`src/rtl/conv_mem_arbiter.sv`:
```
// rtl/conv_mem_arbiter.sv - burst-atomic round-robin arbiter for the shared conv data memory
// Three requesters (filter, slice, write-back) post bursts; the owner keeps the port until done.
module conv_mem_arbiter #(
  parameter int ADDR_W = 16,
  parameter int DATA_W = 8,
  parameter int LEN_W  = 5
) (
  input  logic                  clk,
  input  logic                  rst,
  input  logic [2:0]            req,
  input  logic [2:0]            wr,
  input  logic [3*ADDR_W-1:0]   base,
  input  logic [3*LEN_W-1:0]    len,
  input  logic [3*DATA_W-1:0]   wdata,
  output logic [2:0]            gnt,
  output logic [2:0]            beat_ack,
  output logic [2:0]            done,
  output logic [2:0]            rvalid,
  output logic [DATA_W-1:0]     rdata,
  output logic                  mem_en,
  output logic                  mem_wr,
  output logic [ADDR_W-1:0]     mem_adr,
  output logic [DATA_W-1:0]     mem_wdata,
  input  logic [DATA_W-1:0]     mem_rdata
);

  typedef enum logic [1:0] {S_IDLE, S_BURST, S_TAIL} state_t;

  state_t              state_q, state_d;
  logic [1:0]          owner_q, owner_d;
  logic [1:0]          last_owner_q, last_owner_d;
  logic [ADDR_W-1:0]   cur_adr_q, cur_adr_d;
  logic [LEN_W-1:0]    beats_left_q, beats_left_d;
  logic                dir_q, dir_d;
  logic                rvalid_q, rvalid_d;
  logic                null_done_q, null_done_d;

  // Per-requester views, padded to four entries so a 2-bit index never leaves the array.
  logic [ADDR_W-1:0]   base_a  [4];
  logic [LEN_W-1:0]    len_a   [4];
  logic [DATA_W-1:0]   wdata_a [4];
  logic [3:0]          req4, wr4;

  logic [1:0]          cand1, cand2, cand3, winner;
  logic [2:0]          owner_oh;

  function automatic logic [1:0] next_idx(input logic [1:0] i);
    return (i == 2'd2) ? 2'd0 : i + 2'd1;
  endfunction

  always_comb begin
    for (int i = 0; i < 3; i++) begin
      base_a[i]  = base[i*ADDR_W +: ADDR_W];
      len_a[i]   = len[i*LEN_W +: LEN_W];
      wdata_a[i] = wdata[i*DATA_W +: DATA_W];
    end
    base_a[3]  = '0;
    len_a[3]   = '0;
    wdata_a[3] = '0;
    req4       = {1'b0, req};
    wr4        = {1'b0, wr};
  end

  // Round-robin search starts just after the previous winner.
  always_comb begin
    cand1 = next_idx(last_owner_q);
    cand2 = next_idx(cand1);
    cand3 = next_idx(cand2);
    if (req4[cand1])      winner = cand1;
    else if (req4[cand2]) winner = cand2;
    else                  winner = cand3;
  end

  assign owner_oh = 3'b001 << owner_q;

  always_comb begin
    state_d      = state_q;
    owner_d      = owner_q;
    last_owner_d = last_owner_q;
    cur_adr_d    = cur_adr_q;
    beats_left_d = beats_left_q;
    dir_d        = dir_q;
    null_done_d  = 1'b0;
    rvalid_d     = (state_q == S_BURST) && !dir_q;
    case (state_q)
      S_IDLE: begin
        if (|req) begin
          owner_d      = winner;
          last_owner_d = winner;
          cur_adr_d    = base_a[winner];
          beats_left_d = len_a[winner];
          dir_d        = wr4[winner];
          if (len_a[winner] == '0) null_done_d = 1'b1;
          else                     state_d     = S_BURST;
        end
      end
      S_BURST: begin
        cur_adr_d    = cur_adr_q + ADDR_W'(1);
        beats_left_d = beats_left_q - LEN_W'(1);
        // Reads need one more cycle for the last beat's data to come back.
        if (beats_left_q == LEN_W'(1)) state_d = dir_q ? S_IDLE : S_TAIL;
      end
      S_TAIL:  state_d = S_IDLE;
      default: state_d = S_IDLE;
    endcase
  end

  always_ff @(posedge clk or negedge rst) begin
    if (!rst) begin
      state_q      <= S_IDLE;
      owner_q      <= 2'd0;
      last_owner_q <= 2'd2;
      cur_adr_q    <= '0;
      beats_left_q <= '0;
      dir_q        <= 1'b0;
      rvalid_q     <= 1'b0;
      null_done_q  <= 1'b0;
    end else begin
      state_q      <= state_d;
      owner_q      <= owner_d;
      last_owner_q <= last_owner_d;
      cur_adr_q    <= cur_adr_d;
      beats_left_q <= beats_left_d;
      dir_q        <= dir_d;
      rvalid_q     <= rvalid_d;
      null_done_q  <= null_done_d;
    end
  end

  always_comb begin
    gnt       = '0;
    beat_ack  = '0;
    done      = '0;
    rvalid    = '0;
    rdata     = '0;
    mem_en    = 1'b0;
    mem_wr    = 1'b0;
    mem_adr   = '0;
    mem_wdata = '0;
    case (state_q)
      S_BURST: begin
        gnt      = owner_oh;
        beat_ack = owner_oh;
        mem_en   = 1'b1;
        mem_wr   = dir_q;
        mem_adr  = cur_adr_q;
        if (dir_q) mem_wdata = wdata_a[owner_q];
        if (beats_left_q == LEN_W'(1)) done = owner_oh;
      end
      S_TAIL:  gnt = owner_oh;
      default: ;
    endcase
    if (null_done_q) done = owner_oh;
    if (rvalid_q) begin
      rvalid = owner_oh;
      rdata  = mem_rdata;
    end
  end

endmodule

```
`config.mk`:
```
export PLATFORM = sky130hd
export DESIGN_NAME = conv_mem_arbiter
export DESIGN_NICKNAME = d
export VERILOG_FILES = /design/src/rtl/conv_mem_arbiter.sv
export SDC_FILE = /design/constraint.sdc
export NUM_CORES = 1
export LEC_CHECK = 0
export ABC_AREA = 1
export ABC_CLOCK_PERIOD_IN_PS = 1700
export BUFFER_PORTS_ARGS = -buffer_cell sky130_fd_sc_hd__buf_4
export CORE_MARGIN = 2
export CORE_UTILIZATION = 43
export CTS_BUF_LIST = sky130_fd_sc_hd__clkbuf_8
export CTS_CLUSTER_SIZE = 16
export DETAILED_ROUTE_END_ITERATION = 7
export PLACE_DENSITY = 0.8
export SKIP_CTS_REPAIR_TIMING = 1
export SLEW_MARGIN = 20
export SYNTH_ARGS = -nofsm -noshare
export SYNTH_HDL_FRONTEND = slang
export SYNTH_SLANG_ARGS = --single-unit
```
`constraint.sdc`:
```
create_clock -name clk -period 1.7 [get_ports clk]
set_input_delay 0.085 -clock clk [delete_from_list [all_inputs] [get_ports clk]]
set_output_delay 0.085 -clock clk [all_outputs]
set_load 0.01 [all_outputs]
```
==> impl_metrics.json, run 1 <==
{
  "status": "finished, violations left",
  "violations": "design-rule violations, negative setup slack",
  "die_w_um": 85.8,
  "grt_pass1_wl_um": 15800,
  "start_kind": "flop",
  "crit_arrival_ps": 2230,
  "hp-class": "input pin to flop",
  "r2r_cells": 14,
  "crit_slowest_cell": "dfstp_2",
  "drive_gt1_frac": 0.405,
  "drt_iter0_markers": 392,
  "io_buffers": 148,
  "tritoncts": "built",
  "clkSlewWorstSetupHoldPaths_ps": 70,
  "via_per_inst": 5.45,
  "drv_cap": 0,
  "place_inst": 726,
  "dr.pass1.iters": 8,
  "clockRootBuffer": "clkbuf_8",
  "async_reset_ff_frac": 1.00,
  "syn_area_per_cell_um2": 5.91,
  "routed-via-count": 4119,
  "antenna_cells": 0,
  "crit_buf_inv": 2,
  "synth_top_flop_cell": "dfrtp_1",
  "start_util": 0.448,
  "synthesis.area_um2": 2880,
  "area_growth_pct": 70.7,
  "place_area_um2": 4320,
  "ant_nets": 0,
  "setup_ws_ps": -354,
  "finalSetupViolCount": 41,
  "synth_seq_cells": 29,
  "finalPower_mw": 10.3,
  "gp_congestion": 0.871,
  "layout_common_cells": "187 x buf_4, 126 x nand2_1, 70 x inv_1, 44 x nor2_1, 39 x nand3_1",
  "crit_type": "flop to flop",
  "synth_cell_types": 38,
  "fp.dieH_um": 85.8,
  "wl_per_cell_um": 15.5,
  "yosysTopAreaCell": "dfrtp_1",
  "coreArea_um2": 6420,
  "crit_chain": "inv_4 > nand3_4 > nand2_4 > nor2_4 > nand2_2 > nand2_4 > buf_12 > nand3_1 > nand3_2 > nand2_2 > nor2_4 > nand2_1 > nand4_1 > nand2_1",
  "synth_fp_nets": 595,
  "insertion_delay_ps": 280,
  "final_area_um2": 4920,
  "dieArea_um2": 7370,
  "critical-path-top-delay-family": "simple AND/OR/NAND/NOR gates",
  "setup.worst_path.end_class": "flop",
  "synth.top_cell.area_share": 0.243,
  "drcViolationCount": 3,
  "path_max_fanout": 7,
  "grt-ovfl-total": 0,
  "finalCritPeriodShare": 1.21,
  "required_ps": 1870,
  "std_cell_rows": 29,
  "leakage_nw": 2.71,
  "grt.total_usage": 0.262,
  "wirelength_um": 11700,
  "slew_headroom": 0.715,
  "nNetsFinal": 786,
  "grt_pass1_vias": 3566,
  "seq_area_frac_synth": 0.252,
  "min_path_cells": 3,
  "antenna_found_initial": 0,
  "cts.sinks": 29,
  "synth_edf_count": 0,
  "dp_hpwl_um": 7780,
  "io_pins": 149,
  "layout_commonest_cell": "buf_4",
  "clock_path_buffers": 2,
  "clock_skew_ps": 5.56,
  "postSynthCellCount": 487,
  "period_minus_slack_ps": 2050,
  "crit_cells": 14,
  "hold_viol": 0,
  "layoutNonFillerInstCount": 756,
  "report.final.slew_viol_count": 0,
  "worstMarginPinSlew_ps": 427,
  "cts_made_buffers": 5,
  "max_clock_freq_mhz": 487,
  "vdd_drop_max_uv": 1130,
  "rsz0062_at_grt": "true",
  "yosysWarningCount": 0,
  "cpPeakStageDelay_ps": 620,
  "fillCellCount": 436,
  "synth.area.top_cells": "dfrtp_1 24%, nand2_1 18%, inv_1 9.0%",
  "power_density_nw_per_um2": 2090,
  "htree_levels": 2,
  "grt_max_degree": 30
}
==> final timing paths <==
check                                       startpoint                          end  slack, ps
max in group asynchronous                          rst  last_owner_q[1]$_DFFE_PN1P_       1070
hold / removal                                   wr[2]            dir_q$_DFFE_PN0P_        180
min in group asynchronous                          rst     cur_adr_q[6]$_DFFE_PN0P_        290
setup / recovery           last_owner_q[1]$_DFFE_PN1P_       state_q[0]$_DFFE_PN0P_       -350
hold reg to reg                 state_q[1]$_DFFE_PN0P_       state_q[1]$_DFFE_PN0P_        480
setup reg to reg           last_owner_q[1]$_DFFE_PN1P_       state_q[0]$_DFFE_PN0P_       -350
==> area by class of cell <==
type                            instances  area (um2)  share of cell area
Sequential cell                        29         728               0.148
Tap cell                               77        96.3              0.0196
Clock buffer                            6        82.6              0.0168
Multi-Input combinational cell        365        2040               0.416
Clock inverter                          2        7.51             0.00153
Timing Repair Buffer                  205        1680               0.341
Inverter                               72         279              0.0568
==> flip-flops by register name, summed over array words and instances (netlist names) <==
signal / cells
dir_q: 1
cur_adr_q: 16
state_q: 2
beats_left_q: 5
last_owner_q: 1
null_done_q: 1
owner_q: 2
rvalid_q: 1
==> synth_stat cells, types with 9 or more instances <==
| cell | instances |
|---|---|
| nand3_1 | 46 |
| o21ai_0 | 32 |
| a21oi_1 | 19 |
| nand2_1 | 135 |
| a31oi_1 | 10 |
| dfrtp_1 | 28 |
| or2_0 | 9 |
| nor2_1 | 53 |
| clkbuf_1 | 13 |
| inv_1 | 69 |
==> cells by family (layout without fill, tap and decap cells) <==
kind of cell | after synthesis | count (layout) | synth area share
buffers and inverters | 97 | 285 | 0.141
AND/OR/NAND/NOR | 267 | 271 | 0.402
AO/OA/AOI/OAI | 84 | 84 | 0.168
flip-flops | 29 | 29 | 0.252
adder cells (fa/ha/maj) | 5 | 5 | 0.0217
XOR/XNOR | 5 | 5 | 0.0152
==> power breakdown <==
group          switching (mW)  internal (mW)  total, mW
logic                    4.53           3.69       8.22
registers               0.397           1.07       1.46
clock network           0.280          0.318      0.598
==> through the flow <==
step | TNS [ps] | setup slack, ps | util | hold WS [ps]
after global routing | -13140 | -422 | 0.765 | 204
after detailed placement | -5400 | -325 | 0.673 | 41.2
after floorplan | -263 | -46.4 | - | -211
final | -8810 | -354 | 0.765 | 180
after global placement | -3410 | -210 | 0.673 | 40.4
after CTS | -7600 | -338 | 0.687 | -258
==> worst min-delay path, cell delays in order <==
cell     delay [ps]
buf_4            80
a31oi_1          80
a21oi_1         170
==> layer usage <==
layer | vias to the layer above | part of all wire | GRT usage | wire (um)
met5 | - | 0 | 0 | 0
met4 | 0 | 0.015 | 0.0649 | 176
met3 | 21 | 0.088 | 0.0395 | 1030
met2 | 236 | 0.51 | 0.452 | 5970
met1 | 1923 | 0.39 | 0.345 | 4530
li1 | 1939 | - | - | -
(Power assumes the default switching activity.)
==> inputs of run 2 (changes only) <==
Settings changed: ABC_AREA 1 to 0, CORE_MARGIN 2 to default, CORE_UTILIZATION 43 to 42.
==> impl_metrics.json, run 2 <==
{
  "drive_gt1_frac": 0.471,
  "largest_register_ffs": 16,
  "grt_pass1_vias": 3129,
  "crit_type": "flop to flop",
  "antenna_found_initial": 0,
  "ant_nets": 0,
  "critical-path-top-delay-family": "simple AND/OR/NAND/NOR gates",
  "start_kind": "flop",
  "layoutNonFillerInstCount": 627,
  "pwr-share-seq": 0.177,
  "final_core_util": 0.774,
  "layout_commonest_cell": "buf_4",
  "clockRootBuffer": "clkbuf_8",
  "synth_edf_count": 0,
  "grt-ovfl-total": 0,
  "synth_cell_types": 46,
  "path_max_fanout": 6,
  "slew_headroom": 0.726,
  "std_cell_rows": 28,
  "clkSlewWorstSetupHoldPaths_ps": 70,
  "yosysTopAreaCell": "dfrtp_1",
  "fillCellCount": 423,
  "reg2reg_slack_ps": -770,
  "cpPeakStageDelay_ps": 590,
  "grt_pass1_wl_um": 13800,
  "finalCritPeriodShare": 1.45,
  "wirelength_um": 10200,
  "setup.worst_path.end_class": "flop",
  "synth_top_flop_cell": "dfrtp_1",
  "synth_fp_nets": 459,
  "gp_congestion": 0.887,
  "area_growth_pct": 75.5,
  "antenna_cells": 0,
  "hold_viol": 0,
  "nNetsFinal": 659,
  "async_reset_ff_frac": 1.00,
  "crit_chain": "and3b_2 > nor3_4 > buf_4 > and3_1 > a211oi_1 > and2_1 > a21oi_1 > or4b_1",
  "synthesis.area_um2": 2660,
  "drcViolationCount": 0,
  "setup_ws_ps": -772,
  "power.switching_mw": 3.68,
  "finalPower_mw": 8.45,
  "status": "finished, violations left",
  "synth_seq_cells": 29,
  "routed-via-count": 3438,
  "clock_skew_ps": 7.45,
  "synth.top_cell.area_share": 0.264,
  "via_per_inst": 5.48,
  "crit_cells": 8,
  "coreArea_um2": 6030,
  "switching_share": 0.436,
  "io_buffers": 148,
  "power_density_nw_per_um2": 1810,
  "insertion_delay_ps": 290,
  "start_util": 0.441,
  "vdd_drop_max_uv": 1010,
  "max_clock_freq_mhz": 405,
  "cts_made_buffers": 5,
  "htree_levels": 2,
  "r2r_cells": 8,
  "leakage_nw": 2.36,
  "worstMarginPinSlew_ps": 411,
  "required_ps": 1860,
  "grt.total_usage": 0.266,
  "period_minus_slack_ps": 2470,
  "hold_slack_ps": 115,
  "wl_per_cell_um": 16.3,
  "p_comb_frac": 0.717,
  "synth.area.top_cells": "dfrtp_1 26%, mux2i_1 11%, and2_1 7.3%",
  "drt_iter0_markers": 212,
  "tritoncts": "built",
  "yosysWarningCount": 0,
  "grt_max_degree": 35,
  "crit_arrival_ps": 2630,
  "cts.sinks": 29,
  "yosysMostFrequentCell": "nand2_1",
  "hp-class": "input pin to flop",
  "fp.dieH_um": 81.5,
  "p_int_mw": 4.77,
  "crit_slowest_cell": "dfstp_2",
  "dr.pass1.iters": 4,
  "clockPowerShare": 0.106,
  "dp_hpwl_um": 6850,
  "finalSetupViolCount": 26,
  "reg.largest.list": "cur_adr_q: 16 flops, beats_left_q: 5 flops",
  "violations": "negative setup slack",
  "die_w_um": 81.5,
  "top_register": "cur_adr_q",
  "drv_cap": 0,
  "place_inst": 606,
  "syn_area_per_cell_um2": 7.57,
  "seq_area_frac_synth": 0.274,
  "crit_buf_inv": 1,
  "layout_common_cells": "201 x buf_4, 37 x nor2_1, 37 x nand2_1, 36 x o21ai_0, 30 x and2_1",
  "min_path_cells": 3,
  "rsz0062_at_grt": "true",
  "dieArea_um2": 6650,
  "io_pins": 149,
  "report.final.slew_viol_count": 0,
  "clock_path_buffers": 2,
  "postSynthCellCount": 351,
  "synth_common_cells": "38 x nand2_1, 37 x nor2_1, 37 x o21ai_0"
}
-- run 2: changes by cell type in the layout (fill, tap and decap cells not counted), moves of 15 or more --
cell,delta
a21oi_1,+15
nand2_1,-89
inv_1,-66
mux2i_1,+28
nand3_1,-25
and2_1,+30
-- run 2: power groups by stage --
stage | registers [mW] | clock network (mW) | logic (mW)
after floorplan | 1.36 | 0 | 3.03
after global placement | 1.40 | 0 | 5.07
after detailed placement | 1.42 | 0 | 5.23
after CTS | 1.43 | 0.880 | 5.28
after global routing | 1.55 | 0.924 | 6.59
final | 1.50 | 0.896 | 6.06
-- run 2: path summary, 6_finish.rpt --
check	start	endpoint
worst max register to register	last_owner_q[1]$_DFFE_PN1P_	state_q[1]$_DFFE_PN0P_
worst min register to register	cur_adr_q[1]$_DFFE_PN0P_	cur_adr_q[1]$_DFFE_PN0P_
worst max-delay path	last_owner_q[1]$_DFFE_PN1P_	state_q[1]$_DFFE_PN0P_
worst min-delay path	base[36]	cur_adr_q[4]$_DFFE_PN0P_
max in group asynchronous	rst	last_owner_q[1]$_DFFE_PN1P_
min in group asynchronous	rst	cur_adr_q[9]$_DFFE_PN0P_
-- run 2: per-stage QoR --
| stage | setup slack, ps | setup TNS (ps) | instance area, um2 |
|---|---|---|---|
| final | -772 | -6280 | 4660 |
| after global routing | -898 | -9770 | 4660 |
| after CTS | -688 | -12550 | 4330 |
| after detailed placement | -689 | -6670 | 4200 |
| after global placement | -578 | -5190 | 4200 |
| after floorplan | -629 | -5230 | 2670 |
-- run 2: logic make-up after synthesis --
group | count (synthesis) | share of synthesized area
flip-flops | 29 | 0.274
multiplexers | 31 | 0.118
buffers and inverters | 28 | 0.0414
AO/OA/AOI/OAI | 96 | 0.223
AND/OR/NAND/NOR | 162 | 0.320
adder cells (fa/ha/maj) | 5 | 0.0236
-- run 2: layer usage --
metal	vias up	wire [um]	global-route usage
met4	0	229	0.0893
met1	1613	3890	0.307
met2	158	5430	0.494
met3	22	643	0.0422
met5	-	0	0
li1	1645	-	-
-- run 2: final cells by class --
type	instances	area [um2]	share of cell area
well taps	75	93.8	0.0201
clock buffers	5	68.8	0.0148
repair buffers	214	1730	0.371
clock inverters	3	65.1	0.0140
flip-flops and latches	29	728	0.156
inverters	6	22.5	0.00483
multi-input cells	295	1950	0.419
-- run 2: worst min-delay path: stages --
cell,delay (ps)
buf_4,70
o21ai_0,70
a21oi_1,130
